`config.mk`:
```
export PLATFORM = sky130hd
export DESIGN_NAME = vjtag_reg_bank
export DESIGN_NICKNAME = d
export VERILOG_FILES = /design/src/rtl/vjtag_pkg.sv /design/src/rtl/vjtag_shift_core.sv /design/src/rtl/vjtag_reg_bank.sv
export SDC_FILE = /design/constraint.sdc
export NUM_CORES = 1
export LEC_CHECK = 0
export CAP_MARGIN = 20
export CORE_UTILIZATION = 42
export DETAILED_ROUTE_END_ITERATION = 10
export PLACE_DENSITY = 0.85
export SKIP_LAST_GASP = 1
export SYNTH_ARGS = -nofsm -noshare
export SYNTH_HDL_FRONTEND = slang
export SYNTH_SLANG_ARGS = --single-unit
```
`constraint.sdc`:
```
create_clock -name tck -period 2 [get_ports tck]
set_clock_uncertainty 0.05 [all_clocks]
set_input_delay 0.3 -clock tck [delete_from_list [all_inputs] [get_ports tck]]
set_output_delay 0.3 -clock tck [all_outputs]
set_load 0.1 [all_outputs]
```
`src/rtl/vjtag_pkg.sv`:
```
// Shared constants for the virtual-JTAG register bank: instruction codes,
// STATUS word layout and the default block version.
package vjtag_pkg;

    localparam logic [7:0] VERSION_DEFAULT = 8'h01;

    localparam int IR_BYPASS = 0;

    localparam int ST_VER_LSB  = 0;
    localparam int ST_NREG_LSB = 8;
    localparam int ST_ERR_LSB  = 16;
    localparam int ST_W        = 24;

    // STATUS is the all-ones instruction for whatever IR width is in use
    function automatic int ir_status(input int ir_w);
        return (1 << ir_w) - 1;
    endfunction

endpackage

```
`src/rtl/vjtag_shift_core.sv`:
```
// DR shift engine: capture/shift register, saturating bit counter, bypass
// flop and the combinational tdo select.
module vjtag_shift_core #(
    parameter int SR_W  = 32,
    parameter int CNT_W = 6
) (
    input  logic             tck,
    input  logic             rst_n,
    input  logic             tdi,
    input  logic             cdr,
    input  logic             sdr,
    input  logic             sel_bypass,
    input  logic [SR_W-1:0]  cap_val,
    output logic [SR_W-1:0]  sr,
    output logic [CNT_W-1:0] bit_cnt,
    output logic             tdo
);

    logic bypass;

    always_ff @(posedge tck or negedge rst_n) begin
        if (!rst_n) begin
            sr      <= '0;
            bit_cnt <= '0;
            bypass  <= 1'b0;
        end else if (cdr) begin
            sr      <= cap_val;
            bit_cnt <= '0;
            bypass  <= 1'b0;
        end else if (sdr) begin
            sr     <= {tdi, sr[SR_W-1:1]};
            bypass <= tdi;
            // saturating one past full length keeps long scans distinguishable
            if (bit_cnt != CNT_W'(SR_W + 1))
                bit_cnt <= bit_cnt + 1'b1;
        end
    end

    assign tdo = sel_bypass ? bypass : sr[0];

endmodule

```
`src/rtl/vjtag_reg_bank.sv`:
```
// Virtual-JTAG data-register bank: IR decode, user registers, update strobes
// and length-error tracking. VJTAG_PARITY_EN adds an even-parity bit per scan.
module vjtag_reg_bank
    import vjtag_pkg::*;
#(
    parameter int              IR_W     = 3,
    parameter int              DR_W     = 32,
    parameter int              NUM_REGS = 4,
    parameter logic [DR_W-1:0] RST_VAL  = '0,
    parameter logic [7:0]      VERSION  = VERSION_DEFAULT
) (
    input  logic                     tck,
    input  logic                     rst_n,
    input  logic                     tdi,
    output logic                     tdo,
    input  logic [IR_W-1:0]          ir_in,
    output logic [IR_W-1:0]          ir_out,
    input  logic                     virtual_state_cdr,
    input  logic                     virtual_state_sdr,
    input  logic                     virtual_state_udr,
    input  logic                     virtual_state_cir,
    input  logic                     virtual_state_uir,
    output logic [NUM_REGS*DR_W-1:0] reg_q,
    input  logic [NUM_REGS*DR_W-1:0] reg_d,
    output logic [NUM_REGS-1:0]      upd_stb,
`ifdef VJTAG_PARITY_EN
    output logic                     par_err,
`endif
    output logic                     len_err
);

`ifdef VJTAG_PARITY_EN
    localparam int PAR = 1;
`else
    localparam int PAR = 0;
`endif
    localparam int SR_W  = DR_W + PAR;
    localparam int CNT_W = $clog2(SR_W + 2);

    logic [IR_W-1:0]  ch_q;
    logic [7:0]       err_cnt;
    logic [SR_W-1:0]  sr;
    logic [SR_W-1:0]  cap_val;
    logic [CNT_W-1:0] bit_cnt;
    logic [DR_W-1:0]  cap_word;
    logic [ST_W-1:0]  st_word;
    logic             udr_eff;
    logic             user_udr;
    logic             len_ok;
    logic             par_ok;
    logic             err_hit;

    function automatic logic is_user(input logic [IR_W-1:0] code);
        return (code != '0) && (int'(code) <= NUM_REGS);
    endfunction

    function automatic logic is_status(input logic [IR_W-1:0] code);
        return code == IR_W'(ir_status(IR_W));
    endfunction

    always_comb begin
        st_word                     = '0;
        st_word[ST_VER_LSB  +: 8]   = VERSION;
        st_word[ST_NREG_LSB +: 8]   = 8'(NUM_REGS);
        st_word[ST_ERR_LSB  +: 8]   = err_cnt;
        cap_word = '0;
        for (int k = 0; k < NUM_REGS; k++)
            if (ir_in == IR_W'(k + 1))
                cap_word = reg_d[k*DR_W +: DR_W];
        if (is_status(ir_in))
            cap_word = DR_W'(st_word);
`ifdef VJTAG_PARITY_EN
        cap_val = {^cap_word, cap_word};
`else
        cap_val = cap_word;
`endif
    end

    vjtag_shift_core #(
        .SR_W  (SR_W),
        .CNT_W (CNT_W)
    ) u_shift (
        .tck        (tck),
        .rst_n      (rst_n),
        .tdi        (tdi),
        .cdr        (virtual_state_cdr),
        .sdr        (virtual_state_sdr),
        .sel_bypass (!(is_user(ch_q) || is_status(ch_q))),
        .cap_val    (cap_val),
        .sr         (sr),
        .bit_cnt    (bit_cnt),
        .tdo        (tdo)
    );

    // CDR and SDR outrank UDR when the hub asserts several at once
    assign udr_eff  = virtual_state_udr && !virtual_state_cdr && !virtual_state_sdr;
    assign user_udr = udr_eff && is_user(ch_q);
    assign len_ok   = (bit_cnt == CNT_W'(SR_W));
`ifdef VJTAG_PARITY_EN
    assign par_ok   = (sr[SR_W-1] == ^sr[DR_W-1:0]);
`else
    assign par_ok   = 1'b1;
`endif
    assign err_hit  = user_udr && !(len_ok && par_ok);

    always_ff @(posedge tck or negedge rst_n) begin
        if (!rst_n) begin
            ch_q    <= '0;
            reg_q   <= {NUM_REGS{RST_VAL}};
            upd_stb <= '0;
            len_err <= 1'b0;
            err_cnt <= '0;
            ir_out  <= '0;
`ifdef VJTAG_PARITY_EN
            par_err <= 1'b0;
`endif
        end else begin
            upd_stb <= '0;
            if (virtual_state_cdr)
                ch_q <= ir_in;
            if (virtual_state_cir)
                ir_out <= {len_err, {(IR_W-1){1'b0}}};
            // reading STATUS through an IR update acknowledges the sticky flags
            if (virtual_state_uir && is_status(ir_in)) begin
                len_err <= 1'b0;
`ifdef VJTAG_PARITY_EN
                par_err <= 1'b0;
`endif
            end
            if (err_hit && err_cnt != 8'hFF)
                err_cnt <= err_cnt + 8'd1;
            if (user_udr) begin
                if (!len_ok) begin
                    len_err <= 1'b1;
                end else if (!par_ok) begin
`ifdef VJTAG_PARITY_EN
                    par_err <= 1'b1;
`endif
                end else begin
                    for (int k = 0; k < NUM_REGS; k++) begin
                        if (ch_q == IR_W'(k + 1)) begin
                            reg_q[k*DR_W +: DR_W] <= sr[DR_W-1:0];
                            upd_stb[k]            <= 1'b1;
                        end
                    end
                end
            end
        end
    end

endmodule
```
# After elaboration in Yosys (flattened, before gate mapping)
# Index checks and enable logic that the tools add are counted.
# word_totals
ramBits	0
register_bits	184
input_bits	139
out_inout_bits	137
latchBits	0
word_cells	69
mem_bits_ro	0
mem_count	0
# classes
n_addsub	2
n_bitwise	0
n_eq_ne	13
n_reduce_logical	19
magnitude_cmp	1
n_shift	0
mul	0
mux	22
div	0
# ops
cell	count
$mux W32	7
$mux W6	3
$eq A3 B2 Y1 const B	4
$eq A3 B3 Y1 const B	4
$reduce_and A3 Y1	4
$mux W1	10
$add A8 B1 Y8 const B	1
$mux W4	2
$ne A8 B8 Y1 const B	1
$logic_and A1 B1 Y1	7
$add A6 B1 Y6 const B	1
$eq A3 B1 Y1 const B	2
$eq A6 B6 Y1 const B	1
$ne A6 B6 Y1 const B	1
$reduce_bool A2 Y1	2
$le A3 B3 Y1 const B	1
$logic_not A1 Y1	3
$reduce_bool A3 Y1	1
$reduce_and A2 Y1	1
$logic_or A1 B1 Y1	1

# Depth between registers and ports, before layout
# Gate-level depths: netlist of run 1.
# depth
depth_word	7
ltp_mapped	8

# Cells and area by module
# A second synthesis of run 1 with hierarchy kept.
# hier_totals
hier_cells	654
area_unflattened_um2	8684.6
# modules_own_cells
module	seq_area_each_um2	cells_each	area_each_um2	instances
vjtag_reg_bank	3628.5	478	6810.3	1
vjtag_shift_core	975.9	176	1874.3	1

# Least setup slack after synthesis of run 1
# No wires, ideal clock.
# synth_timing
path_kind	register to register
startpoint	register ch_q[0]
endpoint	register reg_q[33]
path_stages_with_launch	8
t_required_ns	1.825
n_path_buf	1
arrival_time_ns	2.015
synth_period_minus_slack_ns	2.190
setup_slack_ns	-0.190
setup_time_ns	0.125
cell_sequence	dfrtp_1 -> nor2_1 -> ha_1 -> nor2b_1 -> nand4_4 -> nor3_2 -> buf_4 -> mux2_2
# synth_via
elab_chain_cells	4
elab_cells_between_ends	6
classes_between	order compare: 1; eq/ne: 1; reduce/logical: 4
# synth_lines
item	line_no	rtl
from (decl)	vjtag_reg_bank.sv:40	logic [IR_W-1:0] ch_q;
from (signal assigned)	vjtag_reg_bank.sv:120	ch_q <= ir_in;
$le A3 B3 Y1 / $reduce_bool A3 Y1 (equally long branches)	vjtag_reg_bank.sv:54	return (code != '0) && (int'(code) <= NUM_REGS);
$logic_and A1 B1 Y1	vjtag_reg_bank.sv:54	
$logic_and A1 B1 Y1	vjtag_reg_bank.sv:97	assign user_udr = udr_eff && is_user(ch_q);
$reduce_and A3 Y1 (no line) (*)	--	
to (signal assigned)	vjtag_reg_bank.sv:109	reg_q <= {NUM_REGS{RST_VAL}};
to (signal, indexed assignment)	vjtag_reg_bank.sv:142	reg_q[k*DR_W +: DR_W] <= sr[DR_W-1:0];
to (decl)	vjtag_reg_bank.sv:23	output logic [NUM_REGS*DR_W-1:0] reg_q,
# Mark *: on every way between the ends. The rest lies on a longest branch, timed or not.
# A chain may end at the register's enable or synchronous reset.

# Worst setup path in the final report of run 1
# layout_timing
startpoint	register ch_q[1]
endpoint	register reg_q[24]
# The elaborated chain is that of the path after synthesis.

==> results of run 1 <==
==> power groups by stage <==
stage	Sequential (uW)	Combinational, uW	Clock [uW]
CTS	4080	1300	3650
floorplan	4150	570	0
detailed placement	4150	1250	0
global route	4120	1410	3800
finish	4100	1310	3610
global placement	4140	1220	0
==> cell usage after synthesis, drive strengths merged (2+ instances only) <==
library cell  number
dfrtp            184
mux2             166
a21oi             78
o22ai             37
clkbuf            29
a22oi             24
inv               24
buf               23
or2               23
nand2             15
nor2b             13
a21o               9
a221oi             8
nor2               8
nor3               8
xnor2              7
nand4              6
ha                 5
nand2b             4
nand3              4
a211o              3
and3               3
mux2i              3
o21ai              3
xor2               2
==> per-stage QoR <==
step | worst slack [ns] | area, um2
3_3_place_gp | -0.2421 | 11920
2_1_floorplan | -0.1320 | 8989
3_5_place_dp | -0.2751 | 11920
5_1_grt | -0.2721 | 13220
4_1_cts | -0.1487 | 13070
6_report | -0.1912 | 13220
==> layout make-up <==
type                            count  area [um2]  area share, %
Inverter                           24       90.09         0.6817
Sequential cell                   184        4604          34.84
Clock buffer                       21       480.5          3.636
Tap cell                          265       331.6          2.509
Clock inverter                     11       157.7          1.193
Multi-Input combinational cell    439        4175          31.59
Timing Repair Buffer              345        3376          25.54
==> routing by layer <==
metal  track usage [%]  part of all wire (%)
met5                 0                 0.041
met4             10.80                   3.0
met3             5.099                   6.2
met2             45.80                    49
met1             35.06                    41
==> final timing paths <==
check	to	slack, ns	depth (start not counted)
max	reg_q[24]	-0.19	8
min	u_shift.bypass	0.33	3
max reg2reg	reg_q[24]	-0.19	8
min reg2reg	reg_q[105]	0.47	1
max in group asynchronous	u_shift.sr[29]	0.84	3
min in group asynchronous	reg_q[2]	0.40	2
==> repair_timing <==
action	in CTS	in global routing
hold endpoints to repair	60	0
hold buffers	1	0
pin swaps	7	7
cloned	8	4
setup buffers	13	1
setup endpoints to repair	137	138
gates resized for setup	42	35
==> registers in the layout, summed over array words and instances, names as in the netlist <==
name             flops
reg_q              128
u_shift.sr          32
err_cnt              8
u_shift.bit_cnt      6
upd_stb              4
ch_q                 3
ir_out               1
len_err              1
u_shift.bypass       1
==> critical path, cell delays in order, from the launching register on <==
cell and delay, ns:
dfrtp_1 0.42, nor2_4 0.16, ha_4 0.23, nor2b_4 0.12, nand4_4 0.16, nor3_4 0.28
buf_6 0.17, buf_12 0.16, mux2_4 0.31
==> logic make-up after synthesis <==
group | count (synthesis) | synth area share [%]
xor+xnor | 9 | 0.9226
mux | 169 | 22.23
buf+inv | 76 | 4.115
compound gates | 165 | 11.76
other cells | 1 | 0.04389
flops | 184 | 53.89
fa+ha+maj | 5 | 0.7322
simple gates | 89 | 6.311
==> summary.md, run 1 <==
| Metric | Value |
|---|---|
| Status | `finished, violations left` |
| Failing checks | `setup timing` |
| Distinct cells, synth | `41` |
| Initial Utilization | `43.33%` |
| NetSw | `2389 uW` |
| Htree depth | `4` |
| Ant. Diodes | `0` |
| Largest net degree at the start of global routing | `68` |
| Core ar. | `19,720 um2` |
| GR Overflow Total | `0` |
| Total Wirelength | `29.02 mm` |
| CP endpoint kind | `register` |
| Site row count | `51` |
| Unrepaired setup endpoints after global routing | `true` |
| Total GRT Usage | `27.40%` |
| Final period util | `109.6%` |
| Yosys warning total | `0` |
| Int Power | `6633 uW` |
| Chip width | `144.6 um` |
| Final worst setup slack | `-0.1912 ns` |
| Die area | `20,920 um2` |
| Pwr dens | `682.7 nW/um2` |
| Mapped cell area | `8544 um2` |
| Cells after Synth | `698` |
| FF-to-FF Start | `ch_q[1]` |
| Clock Power Share | `40.0%` |
| Vias | `7,129` |
| Final Hold Vio Count | `0` |
| Commonest cells after routing, fill and taps aside | `dfrtp_1 (184), buf_4 (168), clkdlybuf4s50_1 (133)` |
| PnR Total Power | `9022 uW` |
| Post-synthesis sequential area ratio | `53.89%` |
| Min Hold Slack | `0.3294 ns` |
| Peak VDD IR | `0.5248 mV` |
| Hold Path Class | `in -> reg` |
| Clock root buffer | `clkbuf_16` |
| CP Data Required Time | `2.26 ns` |
| Setup TNS | `-16.75 ns` |
| Area share of the largest cell type after synthesis | `53.89%` |
| CTS buffer count | `17` |
| Wire length per cell | `22.52 um` |
| DRT iter0 DRCs | `427` |
| Vias in the first global route | `7,058` |
| Buffers on Ports | `273` |
| Relative slew slack | `60.47%` |
| Residual DRC | `0` |
| Minimum clock period | `2.191 ns` |
| Clk buf depth | `2` |
| Syn_area_per_cell | `12.24 um2` |
| Initial antenna violation count | `1` |
| RD Place Congestion | `0.8253` |
| Max-slew violation count | `0` |
| Crit start category | `register` |
| Lkg Pwr | `0.006342 uW` |
| Max Clk Rate | `456.4 MHz` |
| Final ANT Viol Nets | `0` |
| Slew at the pin closest to its max-slew limit | `0.5929 ns` |
| Clock slew seen by the registers of the worst setup and hold paths | `0.07 ns` |
| Io pins | `276` |
| Ys flop type | `dfrtp_1` |
| CP Class | `reg -> reg` |
| Final Util | `67.02%` |
| Clock Latency Late Sink | `0.43 ns` |
| Sink Count | `184` |
| Number of synthesized flops with an enable pin | `0` |
| First-pass GRT wire length | `41.63 mm` |
| Drt first pass iters | `5` |
| Most common cell after layout, fill and taps aside | `dfrtp_1` |
| CTS tree | `done` |
| HPWL after DPL | `19.10 mm` |
| Fin cells | `1,289` |
| Sequential share of power | `45.4%` |
| Placed Cells | `1,234` |
| Sw Share | `26.48%` |
| Maxcap violations | `0` |
| Fillers | `1,412` |
| Final Net Count | `1,155` |
| Min-delay src | `virtual_state_cdr` |
| Yosys top cell by area | `dfrtp_1` |
| Layout area overhead | `54.66%` |
| Crit-path max FO | `10` |
| Async S/R FF share, synth | `100.0%` |
| Combinational power share | `14.5%` |
| Top post-synthesis cells by area | `dfrtp_1 (54%), mux2_2 (17%), mux2_1 (4.9%), a21oi_1 (4.6%), o22ai_1 (2.7%)` |
| Vias/cell | `5.531` |
| Setup-failing EPs final | `136` |
| Die Y | `144.6 um` |
| CP Data Arrival Time | `2.46 ns` |
| Yosys reg bits | `184` |
| Critical path launch point | `ch_q[1]` |
| Layout cell share with drive strength beyond 1 | `44.24%` |
Note: power is estimated with default switching activity, not from simulation.
==> inputs of run 2 (changes only) <==
Settings changed: CAP_MARGIN 20 to 5.
==> results of run 2 <==
Final layout, timing and power as in run 1 (identical DEF).
